<file path="config.mk">
export PLATFORM = sky130hd
export DESIGN_NAME = nzcv_flag_unit_flat
export DESIGN_NICKNAME = d
export VERILOG_FILES = /design/src/rtl/nzcv_flag_unit_pkg.sv /design/src/rtl/nzcv_flag_unit_if.sv /design/src/rtl/nzcv_flag_unit_compute.sv /design/src/rtl/nzcv_flag_unit.sv /design/src/flat_wrapper.sv
export SDC_FILE = /design/constraint.sdc
export NUM_CORES = 1
export LEC_CHECK = 0
export CAP_MARGIN = 25
export CORE_MARGIN = 2
export CORE_UTILIZATION = 28
export DETAILED_ROUTE_END_ITERATION = 12
export PLACE_DENSITY = 0.83
export SKIP_CTS_REPAIR_TIMING = 1
export SYNTH_ARGS = -nofsm -noshare
export SYNTH_HDL_FRONTEND = slang
export SYNTH_SLANG_ARGS = --single-unit
</file>
<file path="constraint.sdc">
create_clock -name clk -period 5 [get_ports clk]
set_clock_uncertainty 0.15 [all_clocks]
set_input_delay 1 -clock clk [delete_from_list [all_inputs] [get_ports clk]]
set_output_delay 1 -clock clk [all_outputs]
set_load 0.005 [all_outputs]
</file>
<file path="src/rtl/nzcv_flag_unit_pkg.sv">
// Shared ALU opcode constants, flag bit positions and class decode for the NZCV unit.
package nzcv_flag_unit_pkg;

    localparam int unsigned FLAG_N = 3;
    localparam int unsigned FLAG_Z = 2;
    localparam int unsigned FLAG_C = 1;
    localparam int unsigned FLAG_V = 0;

    localparam logic [3:0] OP_AND = 4'd0;
    localparam logic [3:0] OP_EOR = 4'd1;
    localparam logic [3:0] OP_SUB = 4'd2;
    localparam logic [3:0] OP_RSB = 4'd3;
    localparam logic [3:0] OP_ADD = 4'd4;
    localparam logic [3:0] OP_ADC = 4'd5;
    localparam logic [3:0] OP_SBC = 4'd6;
    localparam logic [3:0] OP_RSC = 4'd7;
    localparam logic [3:0] OP_TST = 4'd8;
    localparam logic [3:0] OP_TEQ = 4'd9;
    localparam logic [3:0] OP_CMP = 4'd10;
    localparam logic [3:0] OP_CMN = 4'd11;
    localparam logic [3:0] OP_ORR = 4'd12;
    localparam logic [3:0] OP_MOV = 4'd13;
    localparam logic [3:0] OP_BIC = 4'd14;
    localparam logic [3:0] OP_MVN = 4'd15;

    localparam logic [3:0] RESET_FLAGS = 4'b0000;

    typedef enum logic [1:0] {
        CLS_LOGIC = 2'd0,
        CLS_ADD   = 2'd1,
        CLS_SUB   = 2'd2,
        CLS_RSUB  = 2'd3
    } alu_class_e;

    // Stage register payload: only the bits the flag logic needs.
    typedef struct packed {
        logic [3:0] op;
        logic       a_msb;
        logic       b_msb;
        logic       r_msb;
        logic       zero;
        logic       alu_c;
        logic       sh_c;
    } stage_t;

    // Map an opcode to the class that selects the C and V rules.
    function automatic alu_class_e alu_class(input logic [3:0] op);
        alu_class_e cls;
        case (op)
            OP_ADD, OP_ADC, OP_CMN: cls = CLS_ADD;
            OP_SUB, OP_SBC, OP_CMP: cls = CLS_SUB;
            OP_RSB, OP_RSC:         cls = CLS_RSUB;
            default:                cls = CLS_LOGIC;
        endcase
        return cls;
    endfunction

endpackage

</file>
<file path="src/rtl/nzcv_flag_unit_if.sv">
// ALU-result / flag bus between execute and the NZCV flag unit.
interface nzcv_flag_unit_if #(
    parameter int unsigned W = 32
);
    logic         in_valid;
    logic         s_bit;
    logic [3:0]   alu_op;
    logic [W-1:0] op_a;
    logic [W-1:0] op_b;
    logic [W-1:0] result;
    logic         alu_carry;
    logic         shifter_carry;
    logic         flush;
    logic         exc_entry;
    logic         exc_return;
    logic [3:0]   flags_out;
    logic [3:0]   flags_fwd;
    logic [3:0]   saved_flags;
    logic         update_pending;

    modport master (
        output in_valid, s_bit, alu_op, op_a, op_b, result,
               alu_carry, shifter_carry, flush, exc_entry, exc_return,
        input  flags_out, flags_fwd, saved_flags, update_pending
    );

    modport slave (
        input  in_valid, s_bit, alu_op, op_a, op_b, result,
               alu_carry, shifter_carry, flush, exc_entry, exc_return,
        output flags_out, flags_fwd, saved_flags, update_pending
    );
endinterface

</file>
<file path="src/rtl/nzcv_flag_unit_compute.sv">
// Combinational NZCV evaluation from the stage register and the current V.
module nzcv_flag_unit_compute
    import nzcv_flag_unit_pkg::*;
(
    input  stage_t     i_stage,
    input  logic       i_old_v,
    output logic [3:0] o_flags_c
);

    alu_class_e w_cls;

    assign w_cls = alu_class(i_stage.op);

    // N/Z straight from the result; C and V chosen by opcode class.
    always_comb begin
        o_flags_c         = 4'b0000;
        o_flags_c[FLAG_N] = i_stage.r_msb;
        o_flags_c[FLAG_Z] = i_stage.zero;
        o_flags_c[FLAG_C] = (w_cls == CLS_LOGIC) ? i_stage.sh_c : i_stage.alu_c;
        case (w_cls)
            CLS_ADD:  o_flags_c[FLAG_V] = (i_stage.a_msb == i_stage.b_msb) &
                                          (i_stage.r_msb != i_stage.a_msb);
            CLS_SUB:  o_flags_c[FLAG_V] = (i_stage.a_msb != i_stage.b_msb) &
                                          (i_stage.r_msb != i_stage.a_msb);
            CLS_RSUB: o_flags_c[FLAG_V] = (i_stage.a_msb != i_stage.b_msb) &
                                          (i_stage.r_msb != i_stage.b_msb);
            default:  o_flags_c[FLAG_V] = i_old_v;
        endcase
    end

endmodule

</file>
<file path="src/rtl/nzcv_flag_unit.sv">
// NZCV flag producer: one-stage capture, commit, forwarding and exception save/restore.
module nzcv_flag_unit #(
    parameter int unsigned W           = 32,
    parameter logic [3:0]  RESET_FLAGS = nzcv_flag_unit_pkg::RESET_FLAGS
) (
    input  logic              clk,
    input  logic              reset_n,
    nzcv_flag_unit_if.slave   bus
);
    import nzcv_flag_unit_pkg::*;

    stage_t     r_stage;
    logic       r_pending;
    logic [3:0] r_flags;
    logic [3:0] r_saved;

    stage_t     w_stage_d;
    logic [3:0] w_computed;
    logic [3:0] w_fwd;
    logic       w_capture;
    logic       w_commit;

    // A return from exception discards the same-cycle capture as well as the pending one.
    assign w_capture = bus.in_valid & bus.s_bit & ~bus.flush & ~bus.exc_return;
    assign w_commit  = r_pending & ~bus.flush;
    assign w_fwd     = w_commit ? w_computed : r_flags;

    // Fields latched into the stage register on a capture.
    always_comb begin
        w_stage_d       = r_stage;
        w_stage_d.op    = bus.alu_op;
        w_stage_d.a_msb = bus.op_a[W-1];
        w_stage_d.b_msb = bus.op_b[W-1];
        w_stage_d.r_msb = bus.result[W-1];
        w_stage_d.zero  = (bus.result == {W{1'b0}});
        w_stage_d.alu_c = bus.alu_carry;
        w_stage_d.sh_c  = bus.shifter_carry;
    end

    nzcv_flag_unit_compute u_compute (
        .i_stage   (r_stage),
        .i_old_v   (r_flags[FLAG_V]),
        .o_flags_c (w_computed)
    );

    // Stage 1: capture a flag-setting result.
    always_ff @(posedge clk or negedge reset_n) begin
        if (!reset_n) begin
            r_stage   <= '0;
            r_pending <= 1'b0;
        end else begin
            r_pending <= w_capture;
            if (w_capture) begin
                r_stage <= w_stage_d;
            end
        end
    end

    // Stage 2: commit, with exception return taking priority; entry snapshots the forwarded view.
    always_ff @(posedge clk or negedge reset_n) begin
        if (!reset_n) begin
            r_flags <= RESET_FLAGS;
            r_saved <= 4'b0000;
        end else begin
            if (bus.exc_return) begin
                r_flags <= r_saved;
            end else if (w_commit) begin
                r_flags <= w_computed;
            end
            if (bus.exc_entry) begin
                r_saved <= w_fwd;
            end
        end
    end

    assign bus.flags_out      = r_flags;
    assign bus.flags_fwd      = w_fwd;
    assign bus.saved_flags    = r_saved;
    assign bus.update_pending = r_pending;

endmodule

</file>
<file path="src/flat_wrapper.sv">
// flat-port wrapper written by rule: the top's interface ports become plain ports
module nzcv_flag_unit_flat import nzcv_flag_unit_pkg::*;
#(
    parameter int unsigned W           = 32,
    parameter logic [3:0]  RESET_FLAGS = nzcv_flag_unit_pkg::RESET_FLAGS
)
  (clk, reset_n, bus_in_valid, bus_s_bit, bus_alu_op, bus_op_a, bus_op_b, bus_result, bus_alu_carry, bus_shifter_carry, bus_flush, bus_exc_entry, bus_exc_return, bus_flags_out, bus_flags_fwd, bus_saved_flags, bus_update_pending);
  nzcv_flag_unit_if #(.W(W)) bus_i ();
  input  logic clk;
  input  logic reset_n;
  input wire logic [$bits(bus_i.in_valid)-1:0] bus_in_valid;
  input wire logic [$bits(bus_i.s_bit)-1:0] bus_s_bit;
  input wire logic [$bits(bus_i.alu_op)-1:0] bus_alu_op;
  input wire logic [$bits(bus_i.op_a)-1:0] bus_op_a;
  input wire logic [$bits(bus_i.op_b)-1:0] bus_op_b;
  input wire logic [$bits(bus_i.result)-1:0] bus_result;
  input wire logic [$bits(bus_i.alu_carry)-1:0] bus_alu_carry;
  input wire logic [$bits(bus_i.shifter_carry)-1:0] bus_shifter_carry;
  input wire logic [$bits(bus_i.flush)-1:0] bus_flush;
  input wire logic [$bits(bus_i.exc_entry)-1:0] bus_exc_entry;
  input wire logic [$bits(bus_i.exc_return)-1:0] bus_exc_return;
  output wire logic [$bits(bus_i.flags_out)-1:0] bus_flags_out;
  output wire logic [$bits(bus_i.flags_fwd)-1:0] bus_flags_fwd;
  output wire logic [$bits(bus_i.saved_flags)-1:0] bus_saved_flags;
  output wire logic [$bits(bus_i.update_pending)-1:0] bus_update_pending;
  assign bus_i.in_valid = bus_in_valid;
  assign bus_i.s_bit = bus_s_bit;
  assign bus_i.alu_op = bus_alu_op;
  assign bus_i.op_a = bus_op_a;
  assign bus_i.op_b = bus_op_b;
  assign bus_i.result = bus_result;
  assign bus_i.alu_carry = bus_alu_carry;
  assign bus_i.shifter_carry = bus_shifter_carry;
  assign bus_i.flush = bus_flush;
  assign bus_i.exc_entry = bus_exc_entry;
  assign bus_i.exc_return = bus_exc_return;
  assign bus_flags_out = bus_i.flags_out;
  assign bus_flags_fwd = bus_i.flags_fwd;
  assign bus_saved_flags = bus_i.saved_flags;
  assign bus_update_pending = bus_i.update_pending;
  nzcv_flag_unit #(.W(W), .RESET_FLAGS(RESET_FLAGS)) u_core (.clk(clk), .reset_n(reset_n), .bus(bus_i));
endmodule
</file>
==> flow_summary.yaml, run 1 <==
grt:
  grtUsageTotal: 0.146
  grt_max_degree: 20
  antenna_found_initial: 0
  grt_pass1_vias: 1024
  grt_pass1_wl_mm: 4.57
  gr-total-overflow: 0
yosys:
  syn_area_per_cell_um2: 11.0
  netlist_area_um2: 1000
  yosysTopAreaCell: "dfrtp_1"
  yosysWarnings: 0
  ys.flop_type: "dfrtp_1"
  synth.area.top_cells: "dfrtp_1, mux2_2, nor4_1"
  synth_edf_count: 0
  netlist_instances: 91
  ys_ff_latch: 19
  yosysMostFrequentCell: "dfrtp_1"
  synth_common_cells: "dfrtp_1, mux2_2, nor4_1"
  synth_cell_types: 26
  async_reset_ff_frac: 1.00
  seq_area_frac_synth: 0.474
  synth.net_count: 200
  synth.top_cell.area_share: 0.474
sta:
  tns_ns: 0
  rsz0062_at_grt: "false"
  maxSlewHeadroom: 0.441
  min_period_ns: 4.03
  maxSlewViolCount: 0
  period_share: 0.805
  max_freq_ghz: 0.248
  worst_slew_pin_slew_ns: 0.836
  whs_ns: 0.365
  setup_viol: 0
  hold_viol: 0
  worst_slack_ns: 0.973
clock_tree:
  cts-htree-levels: 1
  cts_tree: "yes"
  cts_buffers: 3
  cts.clk_slew.worst_paths_ns: 0.10
  clock_sinks: 19
  clkLatencyLatePin_ns: 0.31
  clk_path_buf_depth: 2
  cts_root_buf: "clkbuf_4"
finish:
  nets: 262
  regArea_um2: 475
  fillers: 319
  drive_above_1_share: 0.151
  antenna_cells: 0
  multiInputGateArea_um2: 512
  stdcell_area_um2: 1670
  syn2layout_area_growth_pct: 66.5
pwr:
  p_leak_nw: 0.652
  ir_worst_vdd_uv: 109
  powerDensity_nw_per_um2: 297
critical_path:
  path_common_cell: "clkdlybuf4s50_1"
  crit_buf_inv: 2
  cp_slowest_cell: "clkdlybuf4s50_1"
  worstPathMaxFanout: 6
  crit_path_end_kind: "output pin"
  arrival_ns: 2.88
  critical_path_depth: 6
  crit_chain: "clkdlybuf4s50_1, nand2b_1, nor3_1, nor2_1, a21oi_1, clkdlybuf4s50_1"
  crit_family: "buffers and inverters"
  critical_path_class: "in -> out"
  start_kind: "input pin"
  critPathRequiredTime_ns: 3.85
  slowest_delay_ns: 0.52
  r2r_cells: 4
hold_path:
  whs_path_depth: 1
  hp-class: "reg -> reg"
drt:
  vias: 974
  totalWireLength_mm: 2.83
  drt_iter0_drc: 27
  drc: 0
  wl_per_cell_um: 14.3
  drt_pass1_iterations: 4
  ant_nets: 0
  viasPerCell: 4.92
flow_run:
  maxCapViolCount: 0
floorplanning:
  die_h_um: 63.9
  die_width_um: 63.9
  rows: 21
  core_um2: 3390
  die_area_um2: 4080
  start_util: 0.296
  io_pins: 122
placed_design:
  routabilityCongestion: 0.786
  place_ws_ns: 0.959
  dpl_cell_area_um2: 1640
  io_buffers: 59
run_status:
  status: "finished, final reports clean"
stage by stage:
stage | total power [mW] | std cells | util
global placement | 0.410 | 194 | 0.485
detailed placement | 0.422 | 194 | 0.485
floorplan | 0.303 | 91 | -
global route | 0.523 | 198 | 0.493
finish | 0.497 | 198 | 0.493
CTS | 0.501 | 198 | 0.493
cells by family (layout without fill, tap and decap cells):
logic type / after synthesis / after routing / synth area share
muxes: 17 / 17 / 0.190
buffers and inverters: 3 / 64 / 0.0162
AOI/OAI and AO/OA: 10 / 10 / 0.0748
and+or+nand+nor: 42 / 42 / 0.246
DFF: 19 / 19 / 0.474
cell type report:
type / count / area share
clock buffer: 3 / 0.0135
clock inverter: 1 / 0.00300
timing repair buffer: 60 / 0.358
sequential: 19 / 0.285
multi-input combinational: 69 / 0.306
tap: 46 / 0.0345
state kept, by name, indices dropped and copies added (netlist names):
signal / flops
u_core.bus.flags_out: 4
u_core.bus.saved_flags: 4
u_core.bus.update_pending: 1
u_core.r_stage: 10
metal layers:
metal / track usage / share of wire / vias up
met3: 0.0370 / 0.10 / 7
met1: 0.162 / 0.39 / 443
met2: 0.257 / 0.48 / 66
met4: 0.0734 / 0.028 / 0
met5: 0 / 0 / -
li1: - / - / 458
layout by cell type (no fill, tap or decap), types with 2 or more instances in the layout:
master,Yosys,final
clkdlybuf4s50_1,0,59
dfrtp_1,19,19
mux2_2,16,16
nor4_1,10,10
nand2_1,7,7
nand2b_1,5,5
nor2b_1,4,4
nor2_1,4,4
or3b_1,3,3
a21oi_1,3,3
clkbuf_4,0,3
o21ai_0,2,2
nor3_1,2,2
nand4_1,2,2
worst register-to-register path, cell delays in order (launching register included):
cell,delay (ns)
dfrtp_1,0.45
or3b_1,0.40
a32oi_2,0.22
mux2i_1,0.34
a21oi_1,0.12
path summary, 6_finish.rpt:
path,slack [ns],to,startpoint
setup / recovery,0.97,bus_flags_fwd[0],bus_flush
hold / removal,0.37,u_core.r_stage[0],u_core.r_stage[0]
setup reg to reg,3.21,u_core.bus.flags_out[0],u_core.r_stage[8]
hold reg to reg,0.37,u_core.r_stage[0],u_core.r_stage[0]
max in group asynchronous,3.17,u_core.bus.flags_out[2],reset_n
min in group asynchronous,1.00,u_core.bus.saved_flags[3],reset_n
report_power, final:
part	switching [mW]	internal, mW
registers	0.0331	0.189
logic	0.0621	0.132
clock network	0.0506	0.0299
total	0.146	0.351
Note: power is estimated with default switching activity, not from simulation.
==> run 2: changes to the inputs <==
--- a/config.mk
+++ b/config.mk
@@ -7,9 +7,9 @@
 export LEC_CHECK = 0
 export CAP_MARGIN = 25
 export CORE_MARGIN = 2
-export CORE_UTILIZATION = 28
+export CORE_UTILIZATION = 24
 export DETAILED_ROUTE_END_ITERATION = 12
-export PLACE_DENSITY = 0.83
+export PLACE_DENSITY = 0.76
 export SKIP_CTS_REPAIR_TIMING = 1
 export SYNTH_ARGS = -nofsm -noshare
 export SYNTH_HDL_FRONTEND = slang
==> constraint.sdc (replaced) <==
create_clock -name clk -period 3.5 [get_ports clk]
set_clock_uncertainty 0.15 [all_clocks]
set_input_delay 0.7 -clock clk [delete_from_list [all_inputs] [get_ports clk]]
set_output_delay 0.7 -clock clk [all_outputs]
set_load 0.005 [all_outputs]
==> run 2 against run 1 <==
Effect of this change: register-to-register slack lost 1.5 ns; sequential cell count is the same; first-iteration DRC count shrank 30%; global-route usage shrank 2.6 points; combinational power grew 42%; cell area grew 2.3%; clock-buffer cell count is the same; utilization shrank 6.6 points; via count shrank 1.0%; critical endpoint unchanged; highest routed layer unchanged.
==> flow_summary.yaml, run 2 (synthesized netlist as in run 1, its figures left out) <==
critical_path:
  crit_family: "buffers and inverters"
  crit_path_end_kind: "output pin"
  worstPathMaxFanout: 3
  cp_slowest_cell: "clkdlybuf4s50_1"
  start_kind: "input pin"
  crit_buf_inv: 2
  slowest_delay_ns: 0.52
  critPathRequiredTime_ns: 2.65
  arrival_ns: 2.41
  critical_path_depth: 6
  crit_chain: "clkdlybuf4s50_1, nand2b_1, nor3_1, nor2_1, a21oi_1, clkdlybuf4s50_1"
  path_common_cell: "clkdlybuf4s50_1"
  critical_path_class: "in -> out"
  r2r_cells: 4
floorplanning:
  io_pins: 122
  core_um2: 4000
  rows: 23
  die_width_um: 68.7
  start_util: 0.251
  die_area_um2: 4710
  die_h_um: 68.7
drt:
  vias: 964
  drt_pass1_iterations: 4
  drc: 0
  wl_met2_mm: 1.20
  ant_nets: 0
  drt_iter0_drc: 19
  totalWireLength_mm: 2.63
  viasPerCell: 4.73
  highest_layer: "met4"
  routed-wl-met3_um: 265
  drt-met1-wl_mm: 1.13
  wl_per_cell_um: 12.9
clock_tree:
  clock_sinks: 19
  clk_path_buf_depth: 2
  clkLatencyLatePin_ns: 0.26
  cts_tree: "yes"
  cts.clk_slew.worst_paths_ns: 0.07
  cts_root_buf: "clkbuf_8"
  cts_buffers: 3
  cts-htree-levels: 1
pwr:
  powerDensity_nw_per_um2: 435
  p_leak_nw: 0.670
  ir_worst_vdd_uv: 297
  total_power_uw: 743
grt:
  grt_pass1_vias: 921
  grt_max_degree: 20
  antenna_found_initial: 0
  gr-total-overflow: 0
  grtUsageTotal: 0.120
  grt_pass1_wl_mm: 4.10
placed_design:
  io_buffers: 59
  place_ws_ns: 0.236
  routabilityCongestion: 0.728
  hpwlAfterDp_mm: 2.12
sta:
  worst_slack_ns: 0.240
  worst_slew_pin_slew_ns: 0.840
  tns_ns: 0
  maxSlewViolCount: 0
  setup_viol: 0
  rsz0062_at_grt: "false"
  maxSlewHeadroom: 0.438
  max_freq_ghz: 0.307
  period_share: 0.931
  hold_viol: 0
  min_period_ns: 3.26
finish:
  layout_common_cells: "clkdlybuf4s50_1, dfrtp_1, mux2_2"
  drive_above_1_share: 0.162
  regMostFlops: "u_core.r_stage"
  largest_reg_flops: 10
  nets: 264
  final_common_cell: "clkdlybuf4s50_1"
  syn2layout_area_growth_pct: 70.3
  antenna_cells: 0
hold_path:
  whs_path_depth: 1
  hp-class: "reg -> reg"
run_status:
  status: "finished, final reports clean"
flow_run:
  maxCapViolCount: 0
==> run 2: cell count changes in the layout (fill, tap and decap cells not counted), sizes merged <==
cell,change
buf,+2
==> run 2: power breakdown <==
group | switching [mW] | internal [mW] | total [mW]
clock network | 0.0761 | 0.0794 | 0.155
logic | 0.0872 | 0.189 | 0.276
registers | 0.0414 | 0.271 | 0.312
==> run 2: metrics by stage <==
step / instance area [um2] / utilization / hold slack (ns) / std cells
global route: 1710 / 0.427 / 0.369 / 204
global placement: 1660 / 0.416 / 0.336 / 200
finish: 1710 / 0.427 / 0.354 / 204
CTS: 1710 / 0.427 / 0.359 / 204
detailed placement: 1660 / 0.416 / 0.342 / 200
floorplan: 1000 / - / 0.254 / 91
==> run 2: per-layer routing <==
metal | vias to the layer above | GRT usage
met5 | - | 0
met4 | 0 | 0.0375
met3 | 4 | 0.0357
met2 | 43 | 0.196
met1 | 447 | 0.151
li1 | 470 | -
==> run 2: layout make-up <==
cell class	count	area, um2
clock buffer	3	41.3
clock inverter	1	5.00
fill	406	2290
multi-input combinational	69	512
sequential	19	475
tap	50	62.6
timing repair buffer	62	613
==> run 2: path summary, 6_finish.rpt <==
check                                  start  slack, ns                         to
max in group asynchronous            reset_n       1.92          u_core.r_stage[2]
setup reg to reg           u_core.r_stage[8]       1.73  u_core.bus.saved_flags[0]
setup / recovery                   bus_flush       0.24           bus_flags_fwd[0]
min in group asynchronous            reset_n       0.77  u_core.bus.update_pending
hold / removal             u_core.r_stage[1]       0.35          u_core.r_stage[1]
hold reg to reg            u_core.r_stage[1]       0.35          u_core.r_stage[1]
==> run 3: changes to the inputs <==
--- a/config.mk
+++ b/config.mk
@@ -8,6 +8,7 @@
 export CAP_MARGIN = 25
 export CORE_MARGIN = 2
 export CORE_UTILIZATION = 24
+export CTS_CLUSTER_SIZE = 30
 export DETAILED_ROUTE_END_ITERATION = 12
 export PLACE_DENSITY = 0.76
 export SKIP_CTS_REPAIR_TIMING = 1
==> results of run 3 <==
Same layout as run 2: the final DEF is identical, and so are final timing and power.
